**config.mk**
```make
export PLATFORM = sky130hd
export DESIGN_NAME = sdram_frame_scheduler
export DESIGN_NICKNAME = d
export VERILOG_FILES = /design/src/rtl/sdram_sched_pkg.sv /design/src/rtl/stream_address_gen.sv /design/src/rtl/sdram_frame_scheduler.sv
export SDC_FILE = /design/constraint.sdc
export NUM_CORES = 1
export LEC_CHECK = 0
export BUFFER_PORTS_ARGS = -buffer_cell sky130_fd_sc_hd__buf_2
export CAP_MARGIN = 25
export CORE_MARGIN = 8
export CORE_UTILIZATION = 45
export DETAILED_ROUTE_END_ITERATION = 10
export GPL_ROUTABILITY_DRIVEN = 0
export GPL_TIMING_DRIVEN = 0
export MAX_ROUTING_LAYER = met4
export PLACE_DENSITY = 0.65
export SLEW_MARGIN = 20
export SYNTH_ARGS = -nofsm -noshare
export SYNTH_HDL_FRONTEND = slang
export SYNTH_SLANG_ARGS = --single-unit
export TNS_END_PERCENT = 30
```
**constraint.sdc**
```tcl
create_clock -name clk -period 2.55 [get_ports clk]
set_clock_uncertainty 0.1 [all_clocks]
set_input_delay 0.51 -clock clk [delete_from_list [all_inputs] [get_ports clk]]
set_output_delay 0.51 -clock clk [all_outputs]
set_load 0.02 [all_outputs]
```
**src/rtl/sdram_sched_pkg.sv**
```systemverilog
// Shared types and default constants for the SDRAM frame scheduler and the
// controller wrapper that consumes its command stream.
package sdram_sched_pkg;

  // Command encoding on the controller interface; the scheduler state uses the same values.
  typedef enum logic [1:0] {
    CMD_IDLE  = 2'd0,
    CMD_WRITE = 2'd1,
    CMD_READ  = 2'd2
  } sched_cmd_t;

  localparam int unsigned DEFAULT_ADDR_WIDTH      = 22;
  localparam int unsigned DEFAULT_BURST_LENGTH    = 8;
  localparam int unsigned DEFAULT_FRAME_WORDS     = 153600;  // 640*480 RAW8 packed into 16-bit words
  localparam int unsigned DEFAULT_BUFFER_STRIDE   = 262144;
  localparam int unsigned DEFAULT_USED_WIDTH      = 5;
  localparam int unsigned DEFAULT_MAX_CONSECUTIVE = 4;

endpackage

```
**src/rtl/stream_address_gen.sv**
```systemverilog
// Per-stream frame address generator: word offset within the frame, buffer
// index, end-of-frame wrap detection and realignment to a new frame start.
module stream_address_gen
  import sdram_sched_pkg::*;
#(
  parameter int unsigned ADDR_WIDTH    = DEFAULT_ADDR_WIDTH,
  parameter int unsigned BURST_LENGTH  = DEFAULT_BURST_LENGTH,
  parameter int unsigned FRAME_WORDS   = DEFAULT_FRAME_WORDS,
  parameter int unsigned BUFFER_STRIDE = DEFAULT_BUFFER_STRIDE
) (
  input  logic                  clk,
  input  logic                  reset_n,
  input  logic                  advance,      // a burst of this stream completed
  input  logic                  realign,      // restart at offset 0
  input  logic                  buffer_load,  // replace the buffer index
  input  logic                  buffer_next,
  output logic [ADDR_WIDTH-1:0] address,
  output logic                  buffer,
  output logic                  wrap          // this burst completion ends the frame
);

  localparam logic [ADDR_WIDTH-1:0] STEP        = ADDR_WIDTH'(BURST_LENGTH);
  localparam logic [ADDR_WIDTH-1:0] LAST_OFFSET = ADDR_WIDTH'(FRAME_WORDS - BURST_LENGTH);
  localparam logic [ADDR_WIDTH-1:0] STRIDE      = ADDR_WIDTH'(BUFFER_STRIDE);

  logic [ADDR_WIDTH-1:0] offset;

  assign wrap    = advance && (offset == LAST_OFFSET);
  assign address = buffer ? (STRIDE + offset) : offset;

  // Offset advances per burst and returns to 0 at frame end or on realignment.
  always_ff @(posedge clk) begin
    // NOTE: non-blocking assignments so every flop samples pre-edge values.
    if (!reset_n) begin
      offset <= '0;
      buffer <= 1'b0;
    end else begin
      if (realign || wrap) begin
        offset <= '0;
      end else if (advance) begin
        offset <= offset + STEP;
      end
      if (buffer_load) begin
        buffer <= buffer_next;
      end
    end
  end

endmodule

```
**src/rtl/sdram_frame_scheduler.sv**
```systemverilog
// Shares one SDRAM controller between the camera write stream and the display
// read stream with fixed-length bursts and bounded-starvation arbitration.
// Build option: DOUBLE_BUFFER_EN enables ping-pong frame buffers; without it
// both streams use buffer 0 and tearing is permitted.
module sdram_frame_scheduler
  import sdram_sched_pkg::*;
#(
  parameter int unsigned ADDR_WIDTH      = DEFAULT_ADDR_WIDTH,
  parameter int unsigned BURST_LENGTH    = DEFAULT_BURST_LENGTH,
  parameter int unsigned FRAME_WORDS     = DEFAULT_FRAME_WORDS,
  parameter int unsigned BUFFER_STRIDE   = DEFAULT_BUFFER_STRIDE,
  parameter int unsigned USED_WIDTH      = DEFAULT_USED_WIDTH,
  parameter int unsigned MAX_CONSECUTIVE = DEFAULT_MAX_CONSECUTIVE
) (
  input  logic                  clk,
  input  logic                  reset_n,
  input  logic [USED_WIDTH-1:0] write_used,
  output logic                  write_ack,
  input  logic                  write_frame_start,
  input  logic [USED_WIDTH-1:0] read_used,
  output logic                  read_push,
  output logic [1:0]            command,
  output logic [ADDR_WIDTH-1:0] data_address,
  input  logic                  data_read_valid,
  input  logic                  data_write_done,
  output logic                  read_buffer
);

  localparam logic [1:0] ST_IDLE  = CMD_IDLE;
  localparam logic [1:0] ST_WRITE = CMD_WRITE;
  localparam logic [1:0] ST_READ  = CMD_READ;

  localparam int unsigned BEAT_WIDTH   = $clog2(BURST_LENGTH + 1);
  localparam int unsigned CONSEC_WIDTH = $clog2(MAX_CONSECUTIVE + 1);
  localparam logic [USED_WIDTH-1:0] RD_LIMIT = USED_WIDTH'((1 << USED_WIDTH) - BURST_LENGTH - 1);
  localparam logic [USED_WIDTH-1:0] WR_MIN   = USED_WIDTH'(BURST_LENGTH);
  localparam logic [BEAT_WIDTH-1:0] LAST_BEAT = BEAT_WIDTH'(BURST_LENGTH - 1);
  localparam logic [CONSEC_WIDTH-1:0] CONSEC_MAX = CONSEC_WIDTH'(MAX_CONSECUTIVE);

  logic [1:0]              state;
  logic [BEAT_WIDTH-1:0]   beat_cnt;
  logic [CONSEC_WIDTH-1:0] consec_cnt;
  logic                    last_was_write;
  logic                    frame_start_pending;
  logic                    rd_ok, wr_ok, grant_read, grant_write;
  logic                    beat, burst_end, wr_advance, rd_advance, wr_realign;
  logic                    wr_wrap, rd_wrap, write_buffer;
  logic                    wr_buf_load, wr_buf_next, rd_buf_load, rd_buf_next;
  logic [ADDR_WIDTH-1:0]   wr_address, rd_address;

  assign rd_ok = (read_used <= RD_LIMIT);
  assign wr_ok = (write_used >= WR_MIN);

  // Beats only count while the matching burst is active; beats in IDLE are dropped.
  assign write_ack  = data_write_done && (state == ST_WRITE);
  assign read_push  = data_read_valid && (state == ST_READ);
  assign beat       = write_ack || read_push;
  assign burst_end  = beat && (beat_cnt == LAST_BEAT);
  assign wr_advance = burst_end && (state == ST_WRITE);
  assign rd_advance = burst_end && (state == ST_READ);
  assign wr_realign = frame_start_pending && ((state == ST_IDLE) || wr_advance);

  assign command      = state;
  assign data_address = (state == ST_READ)  ? rd_address :
                        (state == ST_WRITE) ? wr_address : '0;

  // Arbitration: reads win ties until they have had MAX_CONSECUTIVE bursts in a row.
  always_comb begin
    // NOTE: every output gets a default first so no path infers a latch.
    grant_read  = 1'b0;
    grant_write = 1'b0;
    if (state == ST_IDLE) begin
      if (rd_ok && wr_ok) begin
        if (!last_was_write && (consec_cnt >= CONSEC_MAX)) grant_write = 1'b1;
        else                                               grant_read  = 1'b1;
      end else begin
        grant_read  = rd_ok;
        grant_write = wr_ok;
      end
    end
  end

  // Burst sequencing, beat counting and the consecutive-grant counter.
  always_ff @(posedge clk) begin
    if (!reset_n) begin
      state          <= ST_IDLE;
      beat_cnt       <= '0;
      consec_cnt     <= '0;
      last_was_write <= 1'b0;
    end else begin
      case (state)
        ST_IDLE: begin
          beat_cnt <= '0;
          if (grant_read)       state <= ST_READ;
          else if (grant_write) state <= ST_WRITE;
          if (grant_read || grant_write) begin
            last_was_write <= grant_write;
            if (grant_write != last_was_write)  consec_cnt <= CONSEC_WIDTH'(1);
            else if (consec_cnt < CONSEC_MAX)   consec_cnt <= consec_cnt + 1'b1;
          end
        end
        ST_READ, ST_WRITE: begin
          if (burst_end) begin
            state    <= ST_IDLE;
            beat_cnt <= '0;
          end else if (beat) begin
            beat_cnt <= beat_cnt + 1'b1;
          end
        end
        default: state <= ST_IDLE;
      endcase
    end
  end

  // Frame-start request is held until IDLE or the end of the current write
  // burst; a pulse arriving while one is being applied stays pending.
  always_ff @(posedge clk) begin
    if (!reset_n) frame_start_pending <= 1'b0;
    else          frame_start_pending <= write_frame_start || (frame_start_pending && !wr_realign);
  end

`ifdef DOUBLE_BUFFER_EN
  logic last_complete, frame_ready, wr_frame_done;

  // A realignment discards the partial frame, so it never publishes a buffer.
  assign wr_frame_done = wr_wrap && !wr_realign;
  assign wr_buf_load   = wr_wrap || wr_realign;
  assign wr_buf_next   = ~write_buffer;
  // Writer update lands first: a same-cycle reader wrap takes the just-completed buffer.
  assign rd_buf_load   = rd_wrap && (frame_ready || wr_frame_done);
  assign rd_buf_next   = wr_frame_done ? write_buffer : last_complete;

  // Tracks the most recently completed frame and whether the reader has taken it.
  always_ff @(posedge clk) begin
    if (!reset_n) begin
      last_complete <= 1'b0;
      frame_ready   <= 1'b0;
    end else begin
      if (wr_frame_done) last_complete <= write_buffer;
      if (rd_buf_load)        frame_ready <= 1'b0;
      else if (wr_frame_done) frame_ready <= 1'b1;
    end
  end
`else
  logic unused_wrap;

  assign wr_buf_load = 1'b0;
  assign wr_buf_next = 1'b0;
  assign rd_buf_load = 1'b0;
  assign rd_buf_next = 1'b0;
  assign unused_wrap = wr_wrap ^ rd_wrap ^ write_buffer;
`endif

  stream_address_gen #(
    .ADDR_WIDTH   (ADDR_WIDTH),
    .BURST_LENGTH (BURST_LENGTH),
    .FRAME_WORDS  (FRAME_WORDS),
    .BUFFER_STRIDE(BUFFER_STRIDE)
  ) u_writer (
    .clk        (clk),
    .reset_n    (reset_n),
    .advance    (wr_advance),
    .realign    (wr_realign),
    .buffer_load(wr_buf_load),
    .buffer_next(wr_buf_next),
    .address    (wr_address),
    .buffer     (write_buffer),
    .wrap       (wr_wrap)
  );

  stream_address_gen #(
    .ADDR_WIDTH   (ADDR_WIDTH),
    .BURST_LENGTH (BURST_LENGTH),
    .FRAME_WORDS  (FRAME_WORDS),
    .BUFFER_STRIDE(BUFFER_STRIDE)
  ) u_reader (
    .clk        (clk),
    .reset_n    (reset_n),
    .advance    (rd_advance),
    .realign    (1'b0),
    .buffer_load(rd_buf_load),
    .buffer_next(rd_buf_next),
    .address    (rd_address),
    .buffer     (read_buffer),
    .wrap       (rd_wrap)
  );

endmodule

```
==> impl_metrics.csv, run 1 <==
group,metric,value,unit
synth,most_frequent_cell_after_synthesis,"nand2_1",
layout,register_area,982.2,um^2
synth,dominantRegCellSynth,"dfxtp_1",
worst_setup_path,worst_setup_path_startpoint,"command[1]$_SDFFE_PN0P_",
timing,final-max-slew-violation-count,0,
synth,netlist_area,2875,um^2
hold_path,hold_start,"write_frame_start",
die,core_region_area,6277,um^2
status,outcome,"finished, final reports clean",
routing,route.detailed.wl_per_inst,14.55,um
hold_path,hold-path-cell-count,2,
clock_tree,cts.root.buffer_cell,"clkbuf_8",
routing,highest-signal-layer,"met4",
placed_design,place.port_buffers,30,
synth,synth.top_cell.area_share,0.3412,
clock_tree,cts_tree,"yes",
die,die-height,95.94,um
worst_setup_path,r2r-start,"command[1]$_SDFFE_PN0P_",
timing,layout_min_cycle_time,2.431,ns
synth,synth.yosys.seq_area_share,0.3412,
power_and_ir_drop,combinationalPowerShare,0.344,
power_and_ir_drop,power.share.clock,0.235,
synth,synth.avg_cell_area,7.647,um^2
clock_tree,cts.reportedPaths.clkPinSlew,0.08,ns
timing,min_period_over_period,0.9532,
worst_setup_path,worst-endpoint-arrival,2.56,ns
worst_setup_path,critical-path-slowest-cell,"or4_4",
routing,detail_route.drc_violations,0,
layout,final_nets,442,
global_route,grt_pass1_vias,2576,
routing,m1WireLength,3653,um
global_route,groute.usage.overall,0.1680,
power_and_ir_drop,intPower,1.254,mW
power_and_ir_drop,power.ir.vdd_worst,0.4624,mV
power_and_ir_drop,p_per_area,598.9,nW/um^2
layout,antennaDiodeCount,0,
die,top_level_ports,42,
clock_tree,cts-root-to-sink-buffers,2,
worst_setup_path,worst-setup-path-type,"register to register",
die,die-area,9204,um^2
layout,final_standard_cell_count_with_taps_included_and_fillers_excluded,497,
power_and_ir_drop,total_switching_power,0.7252,mW
routing,routed_wirelength,7229,um
flow_run,timing.max_cap.violations,0,
clock_tree,worstSkewPairLatency,0.30,ns
synth,yosys_register_bits,49,
timing,timing.fmax,411.4,MHz
hold_path,hp-class,"input pin to register",
power_and_ir_drop,leakage_component_of_the_power,1.177,nW
timing,final-setup-viol-count,0,
synth,synthesis.yosys.warnings,0,
worst_setup_path,number_of_buffer_and_inverter_instances_along_the_worst_setup_path,4,
die,rows,29,
synth,yosysUniqueCellTypes,48,
worst_setup_path,required,2.68,ns
layout,multi_input_area,1758,um^2
routing,met2WireLength,3165,um
synth,synth.top_cells.by_count,"57 x nand2_1, 49 x dfxtp_1, 42 x o21ai_0",
synth,synthTopCellsByArea,"dfxtp_1 34%, nand2_1 7.4%, o21ai_0 7.3%, a21oi_1 5.6%, or3_1 4.6%",
power_and_ir_drop,p_seq_frac,0.421,
routing,drt_iter0_markers,92,
routing,antenna_violating_nets_post_route,0,
timing,finalHoldViolCount,0,
clock_tree,clock-sinks,49,
layout,layout.filler_cells,625,
global_route,global_route.overflow_total,0,
routing,drt-pass1-iter-count,4,
clock_tree,cts_made_buffers,5,
worst_setup_path,cp-end-kind,"register",
power_and_ir_drop,power_switching_share,0.3664,
worst_setup_path,crit_cells,9,
die,die-width,95.94,um
placed_design,dpl.cell_count,486,
synth,async_reset_ff_frac,0,
routing,met3_length,358,um
clock_tree,post_cts_hold_buffer_count,0,
global_route,antenna_violations_before_repair,0,
clock_tree,htree_num_levels,2,
routing,viasPerCell,5.809,
global_route,grt_pass1_wl,12150,um
synth,synth_edf_count,0,
die,initial_utilization,0.4580,
routing,route.vias.total,2887,
synth,yosysTopAreaCell,"dfxtp_1",
layout,post-route-util,0.5264,
worst_setup_path,critical_path.top_delay_family,"simple AND/OR/NAND/NOR gates",
worst_setup_path,startpoint_type_of_the_worst_setup_path,"register",
placed_design,place.detailed.hpwl,5368,um
worst_setup_path,cp_cell_sequence,"inv_2 -> ha_1 -> buf_4 -> a22oi_2 -> buf_6 -> or4_4 -> buf_6 -> or4_1 -> a21oi_1",
worst_setup_path,worst-path-max-fanout,10,
worst_setup_path,worst-r2r-cell-count,9,
timing,worst_hold_slack,0.3251,ns
worst_setup_path,critical_path.max_stage_delay,0.54,ns
worst_setup_path,critical-path-top-cell-by-count,"buf_6",
layout,final_layout_size_suffix_gt1_frac,0.1690,
synth,syn_inst,376,
global_route,grt_start_max_net_pins,14,
timing,final.setup.tns,0,ns
layout,area_growth,14.93,%
## sequential cells by signal (all words and copies together), names as in the netlist
register	count
command	2
last_was_write	1
u_reader.offset	19
frame_start_pending	1
beat_cnt	4
u_writer.offset	19
consec_cnt	3
## cell usage in the layout, fill, tap and decap left out, types with 8 or more instances in the layout
cell type / instances
nand4_1: 17
a21oi_1: 31
buf_2: 32
nand3_1: 13
buf_4: 12
nand2_1: 57
nor2_1: 21
dfxtp_1: 48
clkbuf_1: 9
o21ai_0: 42
or4_1: 8
or3_1: 21
## cell type report
class / instances / area share
inverter: 9 / 0.01022
multi-input combinational: 295 / 0.5320
tap: 77 / 0.02916
clock buffer: 7 / 0.02613
sequential: 49 / 0.2972
timing repair buffer: 34 / 0.05528
buffer: 26 / 0.04998
## metrics by stage
stage	cell area (um^2)	worst slack, ns	power (mW)
final	3304	0.1194	1.979
after global routing	3304	-0.0009281	2.120
after CTS	3229	0.007291	1.963
after detailed placement	3133	-0.1320	1.481
after global placement	3133	-0.1340	1.476
after floorplan	2887	0.1357	1.323
## power groups by stage
stage	sequential (mW)	combinational, mW	clock, mW
2_1_floorplan	0.858	0.465	0
3_3_place_gp	0.846	0.631	0
4_1_cts	0.832	0.648	0.483
6_report	0.833	0.680	0.466
5_1_grt	0.839	0.766	0.515
3_5_place_dp	0.847	0.634	0
## cell families after synthesis
kind of cell	Yosys count	share of synthesized area
AO/OA/AOI/OAI	100	0.2032
XOR/XNOR	13	0.03960
adder cells (fa/ha/maj)	7	0.03046
buffers and inverters	35	0.06135
flip-flops	49	0.3412
multiplexers	2	0.006963
other	1	0.001304
AND/OR/NAND/NOR	169	0.3159
## metal layers
layer,GRT usage,vias up
met2,0.2434,63
met3,0.03432,4
met4,0.04866,0
met5,-,-
li1,-,1454
met1,0.2290,1366
## path summary, 6_finish.rpt
kind,end,slack [ns]
worst max-delay path,u_writer.offset[18]$_SDFFE_PP0P_,0.12
worst min-delay path,frame_start_pending$_SDFF_PN0_,0.33
worst max register to register,u_writer.offset[18]$_SDFFE_PP0P_,0.12
worst min register to register,consec_cnt[1]$_SDFFE_PN0P_,0.41
## repair_timing
item	in CTS	in global routing
setup buffers	0	4
resized for setup	6	23
pin swaps	0	2
setup endpoints to repair	30	44
Note: power is estimated with default switching activity, not from simulation.
==> run 2, diff against run 1 <==
--- a/config.mk
+++ b/config.mk
@@ -13,7 +13,7 @@
 export GPL_ROUTABILITY_DRIVEN = 0
 export GPL_TIMING_DRIVEN = 0
 export MAX_ROUTING_LAYER = met4
-export PLACE_DENSITY = 0.65
+export PLACE_DENSITY = 0.68
 export SLEW_MARGIN = 20
 export SYNTH_ARGS = -nofsm -noshare
 export SYNTH_HDL_FRONTEND = slang
==> constraint.sdc (replaced) <==
create_clock -name clk -period 2 [get_ports clk]
set_clock_uncertainty 0.1 [all_clocks]
set_input_delay 0.4 -clock clk [delete_from_list [all_inputs] [get_ports clk]]
set_output_delay 0.4 -clock clk [all_outputs]
set_load 0.02 [all_outputs]
==> run 2 against run 1 <==
  * The run now ends with negative setup slack left
  * First-iteration DRC count grew 120%
  * Global-route usage grew 1.2 points
  * Final cell count grew 4.0%
  * Sequential share of layout area shrank 3.4 points
  * Fmax grew 12%
  * Clock-buffer cell count grew 1
  * Utilization grew 8.2 points
  * Critical path depth shrank 4
  * Worst setup slack lost 0.30 ns
  * Die area is the same
  * Critical endpoint is now u_reader.offset[15]$_SDFFE_PP0P_
==> impl_metrics.csv, run 2 (synthesized netlist as in run 1, its figures left out) <==
group,metric,value,unit
global_route,global_route.overflow_total,0,
clock_tree,cts.reportedPaths.clkPinSlew,0.08,ns
worst_setup_path,timing.rr.end,"u_reader.offset[15]$_SDFFE_PP0P_",
layout,layout.filler_cells,571,
timing,final-setup-viol-count,49,
worst_setup_path,worst-setup-path-type,"register to register",
die,initial_utilization,0.4580,
routing,drt_iter0_markers,199,
clock_tree,clock-sinks,49,
die,die-height,95.94,um
worst_setup_path,number_of_buffer_and_inverter_instances_along_the_worst_setup_path,1,
die,rows,29,
layout,post-route-util,0.6087,
layout,final_design_area_no_fill,3821,um^2
flow_run,timing.max_cap.violations,0,
layout,layout_commonest_cell,"nand2_1",
clock_tree,post_cts_hold_buffer_count,0,
worst_setup_path,worst-path-max-fanout,7,
worst_setup_path,critical_path.max_stage_delay,0.64,ns
hold_path,hp-class,"input pin to register",
power_and_ir_drop,leakage_component_of_the_power,1.352,nW
global_route,grt_pass1_vias,2796,
timing,final_worst_slack,-0.1791,ns
routing,viasPerCell,5.959,
placed_design,place.detailed.hpwl,5545,um
worst_setup_path,worst_setup_path_startpoint,"u_reader.offset[6]$_SDFFE_PP0P_",
worst_setup_path,startpoint_type_of_the_worst_setup_path,"register",
timing,final-max-slew-violation-count,0,
clock_tree,cts_made_buffers,5,
clock_tree,cts-root-to-sink-buffers,2,
clock_tree,cts_tree,"yes",
global_route,grt_start_max_net_pins,14,
status,violations,"negative setup slack",
power_and_ir_drop,p_per_area,753.7,nW/um^2
routing,route.vias.total,3081,
worst_setup_path,required,2.14,ns
layout,final_layout_size_suffix_gt1_frac,0.3250,
clock_tree,cts.root.buffer_cell,"clkbuf_8",
worst_setup_path,cp_cell_sequence,"nand4_1 -> or4_4 -> buf_8 -> or3_4 -> a21oi_1",
clock_tree,htree_num_levels,2,
routing,routed_wirelength,8308,um
layout,final_nets,461,
worst_setup_path,r2r-start,"u_reader.offset[6]$_SDFFE_PP0P_",
global_route,antenna_violations_before_repair,0,
routing,drt-pass1-iter-count,4,
worst_setup_path,critical_path.top_delay_family,"simple AND/OR/NAND/NOR gates",
global_route,grt_pass1_wl,13040,um
worst_setup_path,worst-r2r-cell-count,5,
worst_setup_path,crit_cells,5,
status,outcome,"finished, violations left",
timing,min_period_over_period,1.090,
die,die-area,9204,um^2
worst_setup_path,worst-endpoint-arrival,2.32,ns
routing,route.detailed.wl_per_inst,16.07,um
worst_setup_path,critical-path-slowest-cell,"or4_4",
timing,worst_hold_slack,0.2047,ns
layout,reg.largest.list,"u_reader.offset: 19 flops, u_writer.offset: 19 flops, beat_cnt: 4 flops",
worst_setup_path,worstSetupEndpoint,"u_reader.offset[15]$_SDFFE_PP0P_",
die,top_level_ports,42,
layout,antennaDiodeCount,0,
layout,area_growth,32.90,%
placed_design,place_area,3224,um^2
timing,rsz_0062_raised_after_global_routing,"yes",
timing,timing.fmax,458.9,MHz
placed_design,pre_cts_ws,-0.3984,ns
global_route,groute.usage.overall,0.1795,
timing,layout_min_cycle_time,2.179,ns
layout,most-common-layout-cells,"45 x nand2_1, 40 x dfxtp_1, 32 x buf_4, 26 x a21oi_1, 23 x o21ai_0",
routing,detail_route.drc_violations,0,
power_and_ir_drop,power.ir.vdd_worst,0.7439,mV
worst_setup_path,cp-end-kind,"register",
worst_setup_path,reg2reg_slack,-0.18,ns
clock_tree,worstSkewPairLatency,0.30,ns
timing,final.setup.tns,-3.389,ns
timing,finalHoldViolCount,0,
placed_design,place.port_buffers,30,
routing,antenna_violating_nets_post_route,0,
die,core_region_area,6277,um^2
die,die-width,95.94,um
## run 2: stage by stage
stage | total power [mW] | std cells
6_report | 2.880 | 517
5_1_grt | 3.037 | 517
4_1_cts | 2.758 | 505
3_5_place_dp | 1.969 | 486
3_3_place_gp | 1.957 | 486
2_1_floorplan | 1.761 | 379
## run 2: metal layers
layer | routed length [um] | up-vias | track usage
met5 | 0 | - | -
met4 | 102 | 0 | 0.05378
met3 | 526 | 10 | 0.03198
met2 | 3796 | 83 | 0.2789
met1 | 3883 | 1489 | 0.2317
li1 | - | 1499 | -
## run 2: layout make-up
cell class | instances | area [um^2] | share of cell area
Inverter | 9 | 38.79 | 0.01015
Sequential cell | 49 | 1005 | 0.2629
Tap cell | 77 | 96.34 | 0.02521
Multi-Input combinational cell | 296 | 1949 | 0.5102
Timing Repair Buffer | 55 | 445.4 | 0.1166
Buffer | 23 | 206.4 | 0.05403
Clock buffer | 8 | 80.08 | 0.02096
## run 2: worst min-delay path by stage
stage / start / end / slack [ns] / cells past startpoint
finish: write_frame_start / frame_start_pending$_SDFF_PN0_ / 0.20 / 2
floorplan: consec_cnt[1]$_SDFFE_PN0P_ / consec_cnt[1]$_SDFFE_PN0P_ / 0.36 / 2
global route: write_frame_start / frame_start_pending$_SDFF_PN0_ / 0.20 / 2
CTS: write_frame_start / frame_start_pending$_SDFF_PN0_ / 0.20 / 2
detailed placement: consec_cnt[1]$_SDFFE_PN0P_ / consec_cnt[1]$_SDFFE_PN0P_ / 0.39 / 2
global placement: consec_cnt[1]$_SDFFE_PN0P_ / consec_cnt[1]$_SDFFE_PN0P_ / 0.37 / 2
## run 2: repair_timing
action | in CTS | in global routing
setup buffers | 9 | 11
gates cloned | 3 | 3
setup endpoints to repair | 60 | 54
pin swaps | 30 | 12
gates resized for setup | 94 | 46
## run 2: where the power goes
| group | total (mW) | internal, mW | switching, mW |
|---|---|---|---|
| clock | 0.567 | 0.249 | 0.318 |
| combinational | 1.23 | 0.520 | 0.712 |
| sequential | 1.08 | 1.03 | 0.0502 |
| total | 2.88 | 1.80 | 1.08 |
==> run 3, diff against run 2 <==
--- a/config.mk
+++ b/config.mk
@@ -13,7 +13,8 @@
 export GPL_ROUTABILITY_DRIVEN = 0
 export GPL_TIMING_DRIVEN = 0
 export MAX_ROUTING_LAYER = met4
-export PLACE_DENSITY = 0.68
+export PLACE_DENSITY = 0.65
+export SETUP_SLACK_MARGIN = 0.15
 export SLEW_MARGIN = 20
 export SYNTH_ARGS = -nofsm -noshare
 export SYNTH_HDL_FRONTEND = slang
==> constraint.sdc (replaced) <==
create_clock -name clk -period 2.56 [get_ports clk]
set_clock_uncertainty 0.1 [all_clocks]
set_input_delay 0.512 -clock clk [delete_from_list [all_inputs] [get_ports clk]]
set_output_delay 0.512 -clock clk [all_outputs]
set_load 0.02 [all_outputs]
==> run 3 against run 2 <==
  * The flow now finishes without violations
  * Critical path depth up 3
  * Worst setup slack improved by 0.39 ns
  * Combinational power down 42%
  * Hold slack improved by 0.12 ns
  * Routed wire length is 10% lower
  * Register-to-register slack improved by 0.39 ns
  * Global-route usage fell by 0.94 points
  * Critical endpoint is now u_writer.offset[18]$_SDFFE_PP0P_
==> impl_metrics.csv, run 3 (synthesized netlist as in run 1, its figures left out) <==
group,metric,value,unit
routing,route.vias.total,2898,
routing,drt-pass1-iter-count,4,
flow_run,timing.max_cap.violations,0,
timing,final.setup.tns,0,ns
layout,area_growth,16.32,%
worst_setup_path,critical-path-slowest-cell,"or4_4",
layout,antennaDiodeCount,0,
die,die-width,95.94,um
routing,viasPerCell,5.784,
die,top_level_ports,42,
die,rows,29,
timing,min_period_over_period,0.9160,
clock_tree,cts_tree,"yes",
power_and_ir_drop,power.share.clock,0.225,
timing,layout_min_cycle_time,2.345,ns
worst_setup_path,cp-end-kind,"register",
worst_setup_path,required,2.70,ns
layout,final_standard_cell_count_with_taps_included_and_fillers_excluded,501,
timing,final_worst_slack,0.2151,ns
routing,drt_iter0_markers,143,
global_route,grt_pass1_wl,12420,um
timing,rsz_0062_raised_after_global_routing,"yes",
die,initial_utilization,0.4580,
layout,final_layout_size_suffix_gt1_frac,0.1840,
clock_tree,clock-sinks,49,
timing,final-max-slew-violation-count,0,
worst_setup_path,cp_cell_sequence,"inv_2 -> ha_2 -> buf_6 -> nand4_1 -> or4_4 -> buf_6 -> or4_1 -> a21oi_1",
power_and_ir_drop,leakage_component_of_the_power,1.189,nW
die,die-area,9204,um^2
power_and_ir_drop,power.ir.vdd_worst,0.4809,mV
layout,final_design_area_no_fill,3344,um^2
clock_tree,cts-root-to-sink-buffers,2,
global_route,grt_pass1_vias,2615,
routing,routed_wirelength,7456,um
layout,reg.largest.list,"u_reader.offset: 19 flops, u_writer.offset: 19 flops, beat_cnt: 4 flops",
placed_design,place_area,3134,um^2
power_and_ir_drop,power_switching_share,0.3717,
power_and_ir_drop,combinationalPowerShare,0.358,
placed_design,pre_cts_ws,-0.1095,ns
hold_path,hp-class,"input pin to register",
global_route,antenna_violations_before_repair,0,
placed_design,place.port_buffers,30,
routing,antenna_violating_nets_post_route,0,
clock_tree,cts.reportedPaths.clkPinSlew,0.09,ns
global_route,grt_start_max_net_pins,14,
clock_tree,cts_made_buffers,5,
layout,layout.filler_cells,625,
placed_design,place.detailed.hpwl,5506,um
routing,detail_route.drc_violations,0,
clock_tree,htree_num_levels,2,
layout,register_area,983.4,um^2
global_route,groute.usage.overall,0.1701,
layout,post-route-util,0.5328,
placed_design,dpl.cell_count,486,
routing,route.detailed.wl_per_inst,14.88,um
die,die-height,95.94,um
power_and_ir_drop,p_seq_frac,0.417,
die,core_region_area,6277,um^2
status,outcome,"finished, final reports clean",
worst_setup_path,critical-path-top-cell-by-count,"buf_6",
clock_tree,cts.root.buffer_cell,"clkbuf_8",
worst_setup_path,startpoint_type_of_the_worst_setup_path,"register",
timing,final-setup-viol-count,0,
worst_setup_path,worst-path-max-fanout,7,
power_and_ir_drop,p_per_area,594.6,nW/um^2
timing,finalHoldViolCount,0,
clock_tree,worstSkewPairLatency,0.30,ns
power_and_ir_drop,intPower,1.249,mW
global_route,global_route.overflow_total,0,
worst_setup_path,worst-setup-path-type,"register to register",
power_and_ir_drop,total_switching_power,0.7393,mW
timing,timing.fmax,426.5,MHz
worst_setup_path,critical_path.max_stage_delay,0.55,ns
worst_setup_path,worst-endpoint-arrival,2.48,ns
layout,most-common-layout-cells,"57 x nand2_1, 47 x dfxtp_1, 41 x o21ai_0, 35 x buf_2, 31 x a21oi_1",
layout,multi_input_area,1763,um^2
layout,layout_commonest_cell,"nand2_1",
layout,final_nets,445,
[run 3: final timing paths]
kind | startpoint | end | slack (ns) | depth (start not counted)
max | command[1]$_SDFFE_PN0P_ | u_writer.offset[18]$_SDFFE_PP0P_ | 0.22 | 8
min | write_frame_start | frame_start_pending$_SDFF_PN0_ | 0.32 | 2
max reg2reg | command[1]$_SDFFE_PN0P_ | u_writer.offset[18]$_SDFFE_PP0P_ | 0.22 | 8
min reg2reg | consec_cnt[1]$_SDFFE_PN0P_ | consec_cnt[1]$_SDFFE_PN0P_ | 0.40 | 2
[run 3: cell type report]
class | instances | area share
Buffer | 26 | 0.05612
Tap cell | 77 | 0.02881
Clock buffer | 8 | 0.02394
Sequential cell | 49 | 0.2941
Inverter | 9 | 0.01010
Timing Repair Buffer | 37 | 0.05986
Multi-Input combinational cell | 295 | 0.5271
[run 3: what timing repair did]
item                       4_1_cts  5_1_grt
resized for setup                9       33
setup endpoints to repair       46       53
pin swaps                        0        4
gates cloned                     0        1
buffers inserted                 0        6
hold buffers                     0        0
[run 3: metal layers]
metal | wire length, um | GRT usage | up-vias
met5 | 0 | - | -
met4 | 78 | 0.04866 | 0
met3 | 417 | 0.02886 | 7
met2 | 3351 | 0.2566 | 69
met1 | 3609 | 0.2276 | 1364
li1 | - | - | 1458
[run 3: worst max-delay path, delay by kind of cell (launching register included)]
family | cells | cell delay [ns]
adder cells (fa/ha/maj) | 1 | 0.17
AO/OA/AOI/OAI | 1 | 0.13
AND/OR/NAND/NOR | 3 | 1.22
buffers and inverters | 3 | 0.34
flip-flops | 1 | 0.34
[run 3: stage by stage]
step	power, mW	hold slack [ns]
floorplan	1.320	0.3576
detailed placement	1.487	0.3910
global route	2.112	0.3125
finish	1.989	0.3210
global placement	1.475	0.3714
CTS	1.957	0.3165
[run 3: power by group through the flow]
stage	clock network [mW]	registers [mW]	logic, mW
after global routing	0.489	0.837	0.786
after CTS	0.461	0.827	0.669
after floorplan	0	0.857	0.463
after global placement	0	0.844	0.631
final	0.448	0.830	0.711
after detailed placement	0	0.846	0.642
